<file path="config.mk">
export PLATFORM = sky130hd
export DESIGN_NAME = alu_seq
export DESIGN_NICKNAME = d
export VERILOG_FILES = /design/src/rtl/alu_pkg.sv /design/src/rtl/alu_core_n.sv /design/src/rtl/alu_seq.sv
export SDC_FILE = /design/constraint.sdc
export NUM_CORES = 1
export LEC_CHECK = 0
export ABC_CLOCK_PERIOD_IN_PS = 9450
export CAP_MARGIN = 15
export CORE_UTILIZATION = 53
export CTS_BUF_LIST = sky130_fd_sc_hd__clkbuf_2 sky130_fd_sc_hd__clkbuf_4 sky130_fd_sc_hd__clkbuf_8
export DETAILED_ROUTE_END_ITERATION = 10
export PLACE_DENSITY = 0.85
export RECOVER_POWER = 25
export SYNTH_ARGS = -nofsm -noshare
export SYNTH_HDL_FRONTEND = slang
export SYNTH_SLANG_ARGS = --single-unit
</file>
<file path="constraint.sdc">
create_clock -name clk -period 9.45 [get_ports clk]
set_input_delay 1.4175 -clock clk [delete_from_list [all_inputs] [get_ports clk]]
set_output_delay 1.4175 -clock clk [all_outputs]
set_load 0.01 [all_outputs]
</file>
<file path="src/rtl/alu_pkg.sv">
// alu_pkg: shared constants for the sequential ALU.
// Select fields, logic opcodes, FSM states and flag indices.
package alu_pkg;

  localparam int SEL_MUL   = 4;
  localparam int SEL_LOGIC = 3;

  localparam logic [1:0] LOP_AND = 2'b00;
  localparam logic [1:0] LOP_OR  = 2'b01;
  localparam logic [1:0] LOP_XOR = 2'b10;
  localparam logic [1:0] LOP_NOT = 2'b11;

  typedef enum logic {
    ST_IDLE = 1'b0,
    ST_MUL  = 1'b1
  } state_t;

  localparam int F_C = 3;
  localparam int F_Z = 2;
  localparam int F_N = 1;
  localparam int F_V = 0;

endpackage

</file>
<file path="src/rtl/alu_core_n.sv">
// alu_core_n: combinational arithmetic/logic unit.
// Ripple adder with carry-into-MSB tap, logic unit, flags.
module alu_core_n
  import alu_pkg::*;
#(
  parameter int WIDTH = 8
) (
  input  logic [WIDTH-1:0] x,
  input  logic [WIDTH-1:0] y,
  input  logic [3:0]       select,
  output logic [WIDTH-1:0] res,
  output logic [3:0]       flg
);

  logic [WIDTH-1:0] bp;
  logic [WIDTH-1:0] sum;
  logic [WIDTH:0]   c;
  logic [WIDTH-1:0] lres;

  // Operand B' and bitwise ripple carry chain
  always_comb begin
    bp   = ({WIDTH{select[2]}} & ~y)
         | ({WIDTH{select[1]}} & y);
    c    = '0;
    sum  = '0;
    c[0] = select[0];
    for (int i = 0; i < WIDTH; i++) begin
      sum[i]  = x[i] ^ bp[i] ^ c[i];
      c[i+1]  = (x[i] & bp[i])
              | (x[i] & c[i])
              | (bp[i] & c[i]);
    end
  end

  // Logic unit; select[2] plays no part here
  always_comb begin
    lres = '0;
    case (select[1:0])
      LOP_AND: lres = x & y;
      LOP_OR:  lres = x | y;
      LOP_XOR: lres = x ^ y;
      LOP_NOT: lres = ~x;
      default: lres = '0;
    endcase
  end

  // Result mux and flags
  always_comb begin
    flg = '0;
    if (select[SEL_LOGIC]) begin
      res = lres;
    end else begin
      res      = sum;
      flg[F_C] = c[WIDTH];
      flg[F_V] = c[WIDTH-1] ^ c[WIDTH];
    end
    flg[F_Z] = (res == '0);
    flg[F_N] = res[WIDTH-1];
  end

endmodule

</file>
<file path="src/rtl/alu_seq.sv">
// alu_seq: registered ALU with valid/ready handshakes.
// Single-cycle ALU ops and a WIDTH-step shift-add multiply.
module alu_seq
  import alu_pkg::*;
#(
  parameter int WIDTH = 8,
  parameter int CNT_W = $clog2(WIDTH + 1)
) (
  input  logic             clk,
  input  logic             reset,
  input  logic             in_valid,
  output logic             in_ready,
  input  logic [WIDTH-1:0] x,
  input  logic [WIDTH-1:0] y,
  input  logic [4:0]       select,
  output logic             out_valid,
  input  logic             out_ready,
  output logic [WIDTH-1:0] out,
  output logic [WIDTH-1:0] out_hi,
  output logic [3:0]       flags
);

  state_t           state;
  state_t           state_nx;
  logic [CNT_W-1:0] cnt;
  logic [WIDTH-1:0] mcand;
  logic [WIDTH-1:0] mplier;
  logic [WIDTH-1:0] acc;

  logic             accept;
  logic             xfer;
  logic             is_mul;
  logic             mul_last;

  logic [WIDTH:0]   step_sum;
  logic [WIDTH-1:0] step_hi;
  logic [WIDTH-1:0] step_lo;

  logic [WIDTH-1:0] core_res;
  logic [3:0]       core_flg;

  alu_core_n #(
    .WIDTH (WIDTH)
  ) u_core (
    .x      (x),
    .y      (y),
    .select (select[3:0]),
    .res    (core_res),
    .flg    (core_flg)
  );

  assign accept   = in_valid & in_ready;
  assign xfer     = out_valid & out_ready;
  assign is_mul   = select[SEL_MUL];
  assign mul_last = (state == ST_MUL)
                  && (cnt == CNT_W'(1));

  // One shift-add step over {acc, mplier}
  always_comb begin
    step_sum = {1'b0, acc}
             + (mplier[0] ? {1'b0, mcand}
                          : '0);
    step_hi  = step_sum[WIDTH:1];
    step_lo  = {step_sum[0],
                mplier[WIDTH-1:1]};
  end

  // State register
  always_ff @(posedge clk) begin
    if (reset) state <= ST_IDLE;
    else       state <= state_nx;
  end

  // Next-state logic
  always_comb begin
    state_nx = state;
    case (state)
      ST_IDLE: if (accept && is_mul)
                 state_nx = ST_MUL;
      ST_MUL:  if (mul_last)
                 state_nx = ST_IDLE;
      default: state_nx = ST_IDLE;
    endcase
  end

  // Handshake output: busy in MUL or while a result is held
  always_comb begin
    in_ready = (state == ST_IDLE)
             && (!out_valid || out_ready);
  end

  // Multiply operand, accumulator and counter registers
  always_ff @(posedge clk) begin
    if (reset) begin
      cnt    <= '0;
      mcand  <= '0;
      mplier <= '0;
      acc    <= '0;
    end else if (accept && is_mul) begin
      cnt    <= CNT_W'(WIDTH);
      mcand  <= x;
      mplier <= y;
      acc    <= '0;
    end else if (state == ST_MUL) begin
      cnt    <= cnt - CNT_W'(1);
      acc    <= step_hi;
      mplier <= step_lo;
    end
  end

  // Result registers and output valid
  always_ff @(posedge clk) begin
    if (reset) begin
      out       <= '0;
      out_hi    <= '0;
      flags     <= '0;
      out_valid <= 1'b0;
    end else if (accept && !is_mul) begin
      out       <= core_res;
      out_hi    <= '0;
      flags     <= core_flg;
      out_valid <= 1'b1;
    end else if (mul_last) begin
      out            <= step_lo;
      out_hi         <= step_hi;
      flags          <= '0;
      flags[F_C]     <= (step_hi != '0);
      flags[F_Z]     <= (step_lo == '0);
      flags[F_N]     <= step_lo[WIDTH-1];
      out_valid      <= 1'b1;
    end else if (xfer) begin
      out_valid <= 1'b0;
    end
  end

endmodule
</file>
==> summary.txt, run 1 <==
Worst setup path
  • CP Buf/Inv Count: 2
  • CP startpoint kind: input port
  • Endpoint class of the critical path: register
  • Critical path arrival: ~5.9 ns
  • Critical Path Sink: flags[1]$_SDFFE_PP0P_
  • Critical path depth: 14
  • Worst path max stage delay: roughly 0.66 ns
  • Largest delay contributor family on the critical path: adder cells
  • Worst endpoint required time: a little under 10 ns
  • R2R Path End: flags[3]$_SDFFE_PP0P_
  • Worst path slowest cell: clkdlybuf4s50_1
  • Flop-to-flop setup slack: just over 7 ns
  • CP Cell Sequence: clkdlybuf4s50_1 -> mux2i_1 -> fa_1 -> fa_1 -> inv_1 -> fa_1 -> fa_1 -> fa_1 -> fa_1 -> fa_1 -> fa_1 -> nor2b_1 -> a31oi_1 -> a2111oi_0
  • Setup CP Type: in -> reg
  • Most frequent cell on the critical path: fa_1
  • CP startpoint: select[1]
  • Cells on worst reg2reg path: 9
  • Critical-path maximum fanout: 14
  • R2r startpoint: mplier[0]$_SDFFE_PP0P_

Placed design
  • Placed cell areas: 0.00380 mm2
  • GPL Wtd Cong: between 0.9 and 1
  • Post-DP HPWL: ~6200 um
  • Pre-CTS setup slack: 3.39 ns
  • # placed instances: between 400 and 500
  • Port-buffer cells: between 40 and 50

Die
  • Starting density of the core: 0.557
  • Row count: 28
  • Core region area: between 0.005 and 0.006 mm2
  • IO Count: between 40 and 50
  • Die area: 0.00662 mm2
  • Die Ht: between 80 and 90 um
  • Die W: slightly above 80 um

CTS
  • Cts hold-fix bufs: 0
  • Worst-path clk slew: around 0.090 ns
  • CTS resizes: 0
  • Post-CTS setup buffers: 0
  • CTS tree: done
  • Clock buffer depth: 2
  • Inserted Clock Buffers: 5
  • H-Tree Depth: 2
  • Clock Latency Late Sink: 0.31 ns
  • Clk sink count: 49
  • Root Driver: clkbuf_8

Yosys
  • Syn Nets: about 450
  • Top cells by count, synth: nand2_1 (54), dfxtp_1 (49), a21oi_1 (31)
  • Sequential element share of the synthesized area: 0.294
  • Post-synthesis cell area: ~0.0033 mm2
  • Synth Instances: between 300 and 400
  • Asr flop ratio synth: 0
  • Most frequent cell after synthesis: nand2_1
  • Avg Inst Size Synth: ~8.5 um2
  • Synth area leader: dfxtp_1
  • Ranking of synthesized cells by area: dfxtp_1 (29%), ha_1 (9.7%), nand2_1 (6.1%), fa_1 (5.4%), a21oi_1 (4.6%)
  • Yosys top cell area share: 0.294
  • Yosys warns: 0
  • Synth Register Bits: 49
  • Prevailing post-synth register cell: dfxtp_1
  • Post-synth EDFFs: 0
  • Distinct cells, synth: between 50 and 60

Min path
  • Hold WC Path Type: reg -> reg

Routing
  • WL final: roughly 8000 um
  • Post-route ant nets: 0
  • DR pass1 iterations: 4
  • Vias: around 2,900
  • Via density: between 5 and 6
  • WL/cell: approximately 16 um
  • # DRC: 0
  • DRT iter0 DRCs: between 150 and 200

Power
  • Static Leak: 1.59 nW
  • P per Cell Area: about 120 mW/mm2
  • Worst vdd ir: approximately 0.077 mV
  • Tot Pwr: ~0.48 mW

Run status
  • Outcome: finished clean

Final layout
  • Nets@finish: roughly 480
  • Layout fillers: between 400 and 500
  • Synth-to-Final Area Change: 16.8%
  • Finished Cell Area: slightly below 0.004 mm2
  • Diode count: 0
  • Core Util, Final: 0.650
  • Share of cells above drive strength 1: 0.0612
  • Fin cells: 500

STA
  • Max frequency: 174 MHz
  • Slew @ Worst Pin: ~1.1 ns
  • Worst rel slew slack: 0.263
  • Setup ws final: ~3.7 ns
  • Final period utilization: 0.608
  • # setup viols final: 0
  • Fin. Hold Viols: 0
  • Hold Slack: 0.453 ns
  • Slew Limit Fails: 0
  • Clock skew: 0.0105 ns
  • RSZ-0062 raised after global routing: false
  • Fin Setup TNS: 0 ns
  • Final min period: around 5.7 ns

Global routing
  • First-pass GRT wire length: ~13,000 um
  • Initial antenna violation count: 0
  • GR Overflow Total: 0
  • Pin count of the biggest net entering global routing: 35
  • Total GRT Usage: 0.259
  • Vias in the first global route: about 2,700

Flow run
  • # Max-Cap Violations: 0
## cells by family after synthesis
| kind of cell | count (synthesis) | synth area share |
|---|---|---|
| AO/OA/AOI/OAI | 93 | 0.187 |
| XOR/XNOR | 7 | 0.0184 |
| adder cells (fa/ha/maj) | 35 | 0.151 |
| buffers and inverters | 55 | 0.0656 |
| flip-flops | 49 | 0.294 |
| multiplexers | 23 | 0.0862 |
| AND/OR/NAND/NOR | 131 | 0.197 |
## tightest hold or removal path, stage by stage (launching register included)
cell     delay, ns
dfxtp_1       0.32
nand2_1       0.05
a21oi_1       0.05
## power breakdown
part / switching (mW) / internal (mW) / total, mW
registers: 0.00839 / 0.218 / 0.226
clock network: 0.0722 / 0.0594 / 0.132
logic: 0.0636 / 0.0556 / 0.119
## per-layer routing
metal | share of wire | routed length (um) | track usage
met5 | 0 | 0 | 0
met4 | 0.013 | 106 | 0.0839
met3 | 0.075 | 597 | 0.0438
met2 | 0.48 | 3780 | 0.414
met1 | 0.44 | 3480 | 0.352
## state kept, by name, indices dropped and copies added, names as in the netlist
register   flops
acc            8
mcand          8
mplier         8
out_hi         8
out            7
cnt            4
flags          4
out_valid      1
state          1
## cell usage in the layout, fill, tap and decap left out, types with 3 or more instances in the layout
master            n
a211oi_1         11
a21oi_1          31
a22oi_1           8
a311oi_1          5
a31oi_1           5
and2_1            8
clkbuf_8          6
clkdlybuf4s50_1  29
dfxtp_1          49
dlygate4sd3_1    17
fa_1              9
ha_1             26
inv_1            30
mux2_2            6
mux2i_1          13
mux4_2            4
nand2_1          54
nand2b_1          7
nor2_1           27
nor2b_1           8
nor3_1           10
nor4_1            4
o211ai_1          3
o21a_1            3
o21ai_0           8
xnor2_1           4
xor2_1            3
## area by class of cell
type	instances	area [um2]	share of cell area
inverter	32	120	0.0308
clock buffer	6	82.6	0.0212
timing repair buffer	47	468	0.120
tap	75	93.8	0.0241
sequential	49	981	0.252
clock inverter	2	13.8	0.00353
multi-input combinational	289	2140	0.548
## worst min-delay path by stage
| stage | from | end | slack (ns) | cells past startpoint |
|---|---|---|---|---|
| after floorplan | mcand[0]$_SDFFE_PP0P_ | mcand[0]$_SDFFE_PP0P_ | 0.43 | 2 |
| after global placement | mcand[6]$_SDFFE_PP0P_ | mcand[6]$_SDFFE_PP0P_ | 0.44 | 2 |
| after detailed placement | mcand[4]$_SDFFE_PP0P_ | mcand[4]$_SDFFE_PP0P_ | 0.44 | 2 |
| after CTS | mcand[4]$_SDFFE_PP0P_ | mcand[4]$_SDFFE_PP0P_ | 0.46 | 2 |
| after global routing | out_hi[3]$_SDFFE_PP0P_ | out_hi[3]$_SDFFE_PP0P_ | 0.47 | 2 |
| final | out_hi[2]$_SDFFE_PP0P_ | out_hi[2]$_SDFFE_PP0P_ | 0.45 | 2 |
(Power assumes the default switching activity.)
==> inputs of run 2 (changes only) <==
- ABC_CLOCK_PERIOD_IN_PS: 9450 -> 5900
- clock period: 9.45 -> 5.9 ns (I/O delays scaled with it)
==> run 2 against run 1 <==
Compared with the run above:
- critical path depth did not move
- global-route usage rose by 0.28 points
- clock power is 92% higher
- sequential share of layout area is 0.20 points lower
- clock-buffer cell count is 1 higher
- via count rose by 1.0%
- combinational power is 64% higher
- routed wire length grew 3.6%
- worst hold slack better by 0.0065 ns
- design area is 0.80% higher
- largest power group unchanged
==> summary.txt, run 2 (synthesized netlist as in run 1, its figures left out) <==
CTS
  • Clock Latency Late Sink: 0.30 ns (was 0.31 ns)
  • Clock buffer depth: 2 (unchanged)
  • Clk sink count: 49 (unchanged)
  • Inserted Clock Buffers: 5 (unchanged)
  • Root Driver: clkbuf_8 (unchanged)
  • CTS tree: done (unchanged)
  • Post-CTS setup buffers: 0 (unchanged)
  • CTS resizes: 0 (unchanged)
  • Worst-path clk slew: 0.09 ns (about the same)
  • H-Tree Depth: 2 (unchanged)
  • Cts hold-fix bufs: 0 (unchanged)

Die
  • Die area: 0.00662 mm2 (unchanged)
  • Die Ht: 81.4 um (unchanged)
  • Core region area: 0.00599 mm2 (unchanged)
  • Row count: 28 (unchanged)
  • Die W: 81.4 um (unchanged)
  • Starting density of the core: 0.557 (unchanged)
  • IO Count: 47 (unchanged)

STA
  • # setup viols final: 0 (unchanged)
  • Slew @ Worst Pin: 1.12 ns (was 1.10 ns)
  • Max frequency: slightly below 200 MHz
  • Worst rel slew slack: 0.250 (was 0.263)
  • Fin Setup TNS: 0 ns (unchanged)
  • Clock skew: 0.00622 ns (was 0.0105 ns)
  • Final min period: around 5.2 ns
  • RSZ-0062 raised after global routing: false (unchanged)
  • Setup ws final: 0.720 ns (was 3.70 ns)
  • Final period utilization: 0.878
  • Slew Limit Fails: 0 (unchanged)
  • Fin. Hold Viols: 0 (unchanged)

Global routing
  • First-pass GRT wire length: 13,200 um (was 12,900 um)
  • Initial antenna violation count: 0 (unchanged)
  • GR Overflow Total: 0 (unchanged)
  • Total GRT Usage: 0.262 (was 0.259)
  • Vias in the first global route: 2,786 (was 2,651)
  • Pin count of the biggest net entering global routing: 35 (unchanged)

Routing
  • Post-route ant nets: 0 (unchanged)
  • Met1 wire length: 3670 um (was 3480 um)
  • Metal2 WL: 3930 um (was 3780 um)
  • WL/cell: 16.5 um (was 15.9 um)
  • Vias: 2,979 (was 2,949)
  • Met3 Routed Length: 530 um (was 597 um)
  • Via density: 5.95 (was 5.90)
  • # DRC: 0 (unchanged)
  • WL final: 8250 um (was 7960 um)
  • DRT iter0 DRCs: 194 (was 188)
  • DR pass1 iterations: 6 (was 4)
  • Top Layer Used: met4 (unchanged)

Power
  • Worst vdd ir: 0.150 mV (was 0.0768 mV)
  • NetSw: 0.229 mW (was 0.144 mW)
  • Sequential power share: 0.447 (was 0.474)
  • Clk pwr share: 0.312 (was 0.276)
  • Net Sw Frac: 0.283 (was 0.302)
  • Static Leak: 1.61 nW (was 1.59 nW)
  • P per Cell Area: 206 mW/mm2 (was 122 mW/mm2)
  • Logic pwr share: 0.240 (was 0.250)
  • Tot Pwr: 0.811 mW (was 0.477 mW)
  • Internal cell power: 0.581 mW (was 0.333 mW)

Final layout
  • Most common cell after layout, fill and taps aside: nand2_1 (unchanged)
  • Diode count: 0 (unchanged)
  • Nets@finish: 485 (was 484)
  • Share of cells above drive strength 1: 0.0634 (was 0.0612)
  • Highest-count cells in the layout ignoring fill and taps: nand2_1 (54), dfxtp_1 (49), a21oi_1 (31), inv_1 (30), clkdlybuf4s50_1 (29) (unchanged)
  • Layout fillers: 500 (was 487)
  • Synth-to-Final Area Change: 17.7% (was 16.8%)
  • Fin cells: 501 (was 500)

Worst setup path
  • Critical path arrival: 5.35 ns (was 5.93 ns)
  • Worst path slowest cell: clkdlybuf4s50_1 (unchanged)
  • R2R Path End: out_hi[5]$_SDFFE_PP0P_ (was flags[3]$_SDFFE_PP0P_)
  • R2r startpoint: mplier[0]$_SDFFE_PP0P_ (unchanged)
  • CP Buf/Inv Count: 3 (was 2)
  • CP Cell Sequence: clkdlybuf4s50_1 -> inv_2 -> fa_1 -> fa_1 -> inv_1 -> fa_1 -> fa_1 -> fa_1 -> fa_1 -> fa_1 -> fa_1 -> nor2b_1 -> a31oi_1 -> a2111oi_0 (was clkdlybuf4s50_1 -> mux2i_1 -> fa_1 -> fa_1 -> inv_1 -> fa_1 -> fa_1 -> fa_1 -> fa_1 -> fa_1 -> fa_1 -> nor2b_1 -> a31oi_1 -> a2111oi_0)
  • Most frequent cell on the critical path: fa_1 (unchanged)
  • Flop-to-flop setup slack: 3.50 ns (was 7.10 ns)
  • CP startpoint kind: input port (unchanged)
  • Critical-path maximum fanout: 14 (unchanged)
  • Endpoint class of the critical path: register (unchanged)
  • CP startpoint: select[0] (was select[1])
  • Worst endpoint required time: 6.07 ns (was 9.63 ns)
  • Worst path max stage delay: 0.55 ns (was 0.66 ns)
  • Setup CP Type: in -> reg (unchanged)
  • Largest delay contributor family on the critical path: adder cells (unchanged)
  • Cells on worst reg2reg path: 9 (unchanged)
  • Critical path depth: 14 (unchanged)
  • Critical Path Sink: flags[1]$_SDFFE_PP0P_ (unchanged)

Placed design
  • GPL Wtd Cong: 0.893 (was 0.908)
  • Pre-CTS setup slack: 0.433 ns (was 3.39 ns)
  • Post-DP HPWL: 6290 um (was 6150 um)
  • Port-buffer cells: 46 (unchanged)
  • # placed instances: 493 (was 492)

Run status
  • Outcome: finished clean (unchanged)

Flow run
  • # Max-Cap Violations: 0 (unchanged)

Min path
  • Hold WC Path Type: reg -> reg (unchanged)
run 2: changes by cell type in the layout (fill, tap and decap cells not counted):
cell,previous run,this run
buf_4,1,2
bufinv_16,0,1
clkbuf_4,0,1
clkinv_2,1,0
clkinv_4,1,0
run 2: stage by stage:
stage	hold WS [ns]	cell area [um2]	utilization
2_1_floorplan	0.432	3340	-
3_3_place_gp	0.440	3810	0.636
3_5_place_dp	0.445	3810	0.636
4_1_cts	0.459	3930	0.656
5_1_grt	0.475	3930	0.656
6_report	0.460	3930	0.656
run 2: worst register-to-register path: stages, from the launching register on:
cell	delay [ns]
dfxtp_1	0.48
and2_1	0.17
ha_1	0.22
inv_1	0.07
fa_1	0.41
nor2b_1	0.18
o31a_1	0.24
nor4_1	0.11
o31ai_1	0.30
a21oi_1	0.10
run 2: cell type report:
class                      instances  area (um2)  share of cell area
timing repair buffer              48         475               0.121
clock buffer                       7        90.1              0.0229
tap                               75        93.8              0.0239
multi-input combinational        289        2140               0.544
sequential                        49         981               0.250
clock inverter                     1        30.0             0.00765
inverter                          32         120              0.0306
run 2: metal layers:
layer,vias up,global-route usage
li1,1446,-
met1,1402,0.346
met3,12,0.0449
met4,0,0.0643
met2,119,0.439
met5,-,0
run 2: how the worst min path moves through the flow:
| stage | to | cells past startpoint | slack (ns) | from |
|---|---|---|---|---|
| floorplan | mcand[0]$_SDFFE_PP0P_ | 2 | 0.43 | mcand[0]$_SDFFE_PP0P_ |
| global placement | mcand[6]$_SDFFE_PP0P_ | 2 | 0.44 | mcand[6]$_SDFFE_PP0P_ |
| detailed placement | mcand[6]$_SDFFE_PP0P_ | 2 | 0.44 | mcand[6]$_SDFFE_PP0P_ |
| CTS | mcand[5]$_SDFFE_PP0P_ | 2 | 0.46 | mcand[5]$_SDFFE_PP0P_ |
| global route | mcand[5]$_SDFFE_PP0P_ | 2 | 0.48 | mcand[5]$_SDFFE_PP0P_ |
| finish | out_hi[3]$_SDFFE_PP0P_ | 2 | 0.46 | out_hi[3]$_SDFFE_PP0P_ |
run 2: power by group through the flow:
stage               sequential, mW  combinational [mW]  clock, mW
floorplan                    0.370               0.121          0
global placement             0.369               0.187          0
detailed placement           0.370               0.194          0
CTS                          0.362               0.195      0.256
global route                 0.365               0.215      0.269
finish                       0.362               0.195      0.253
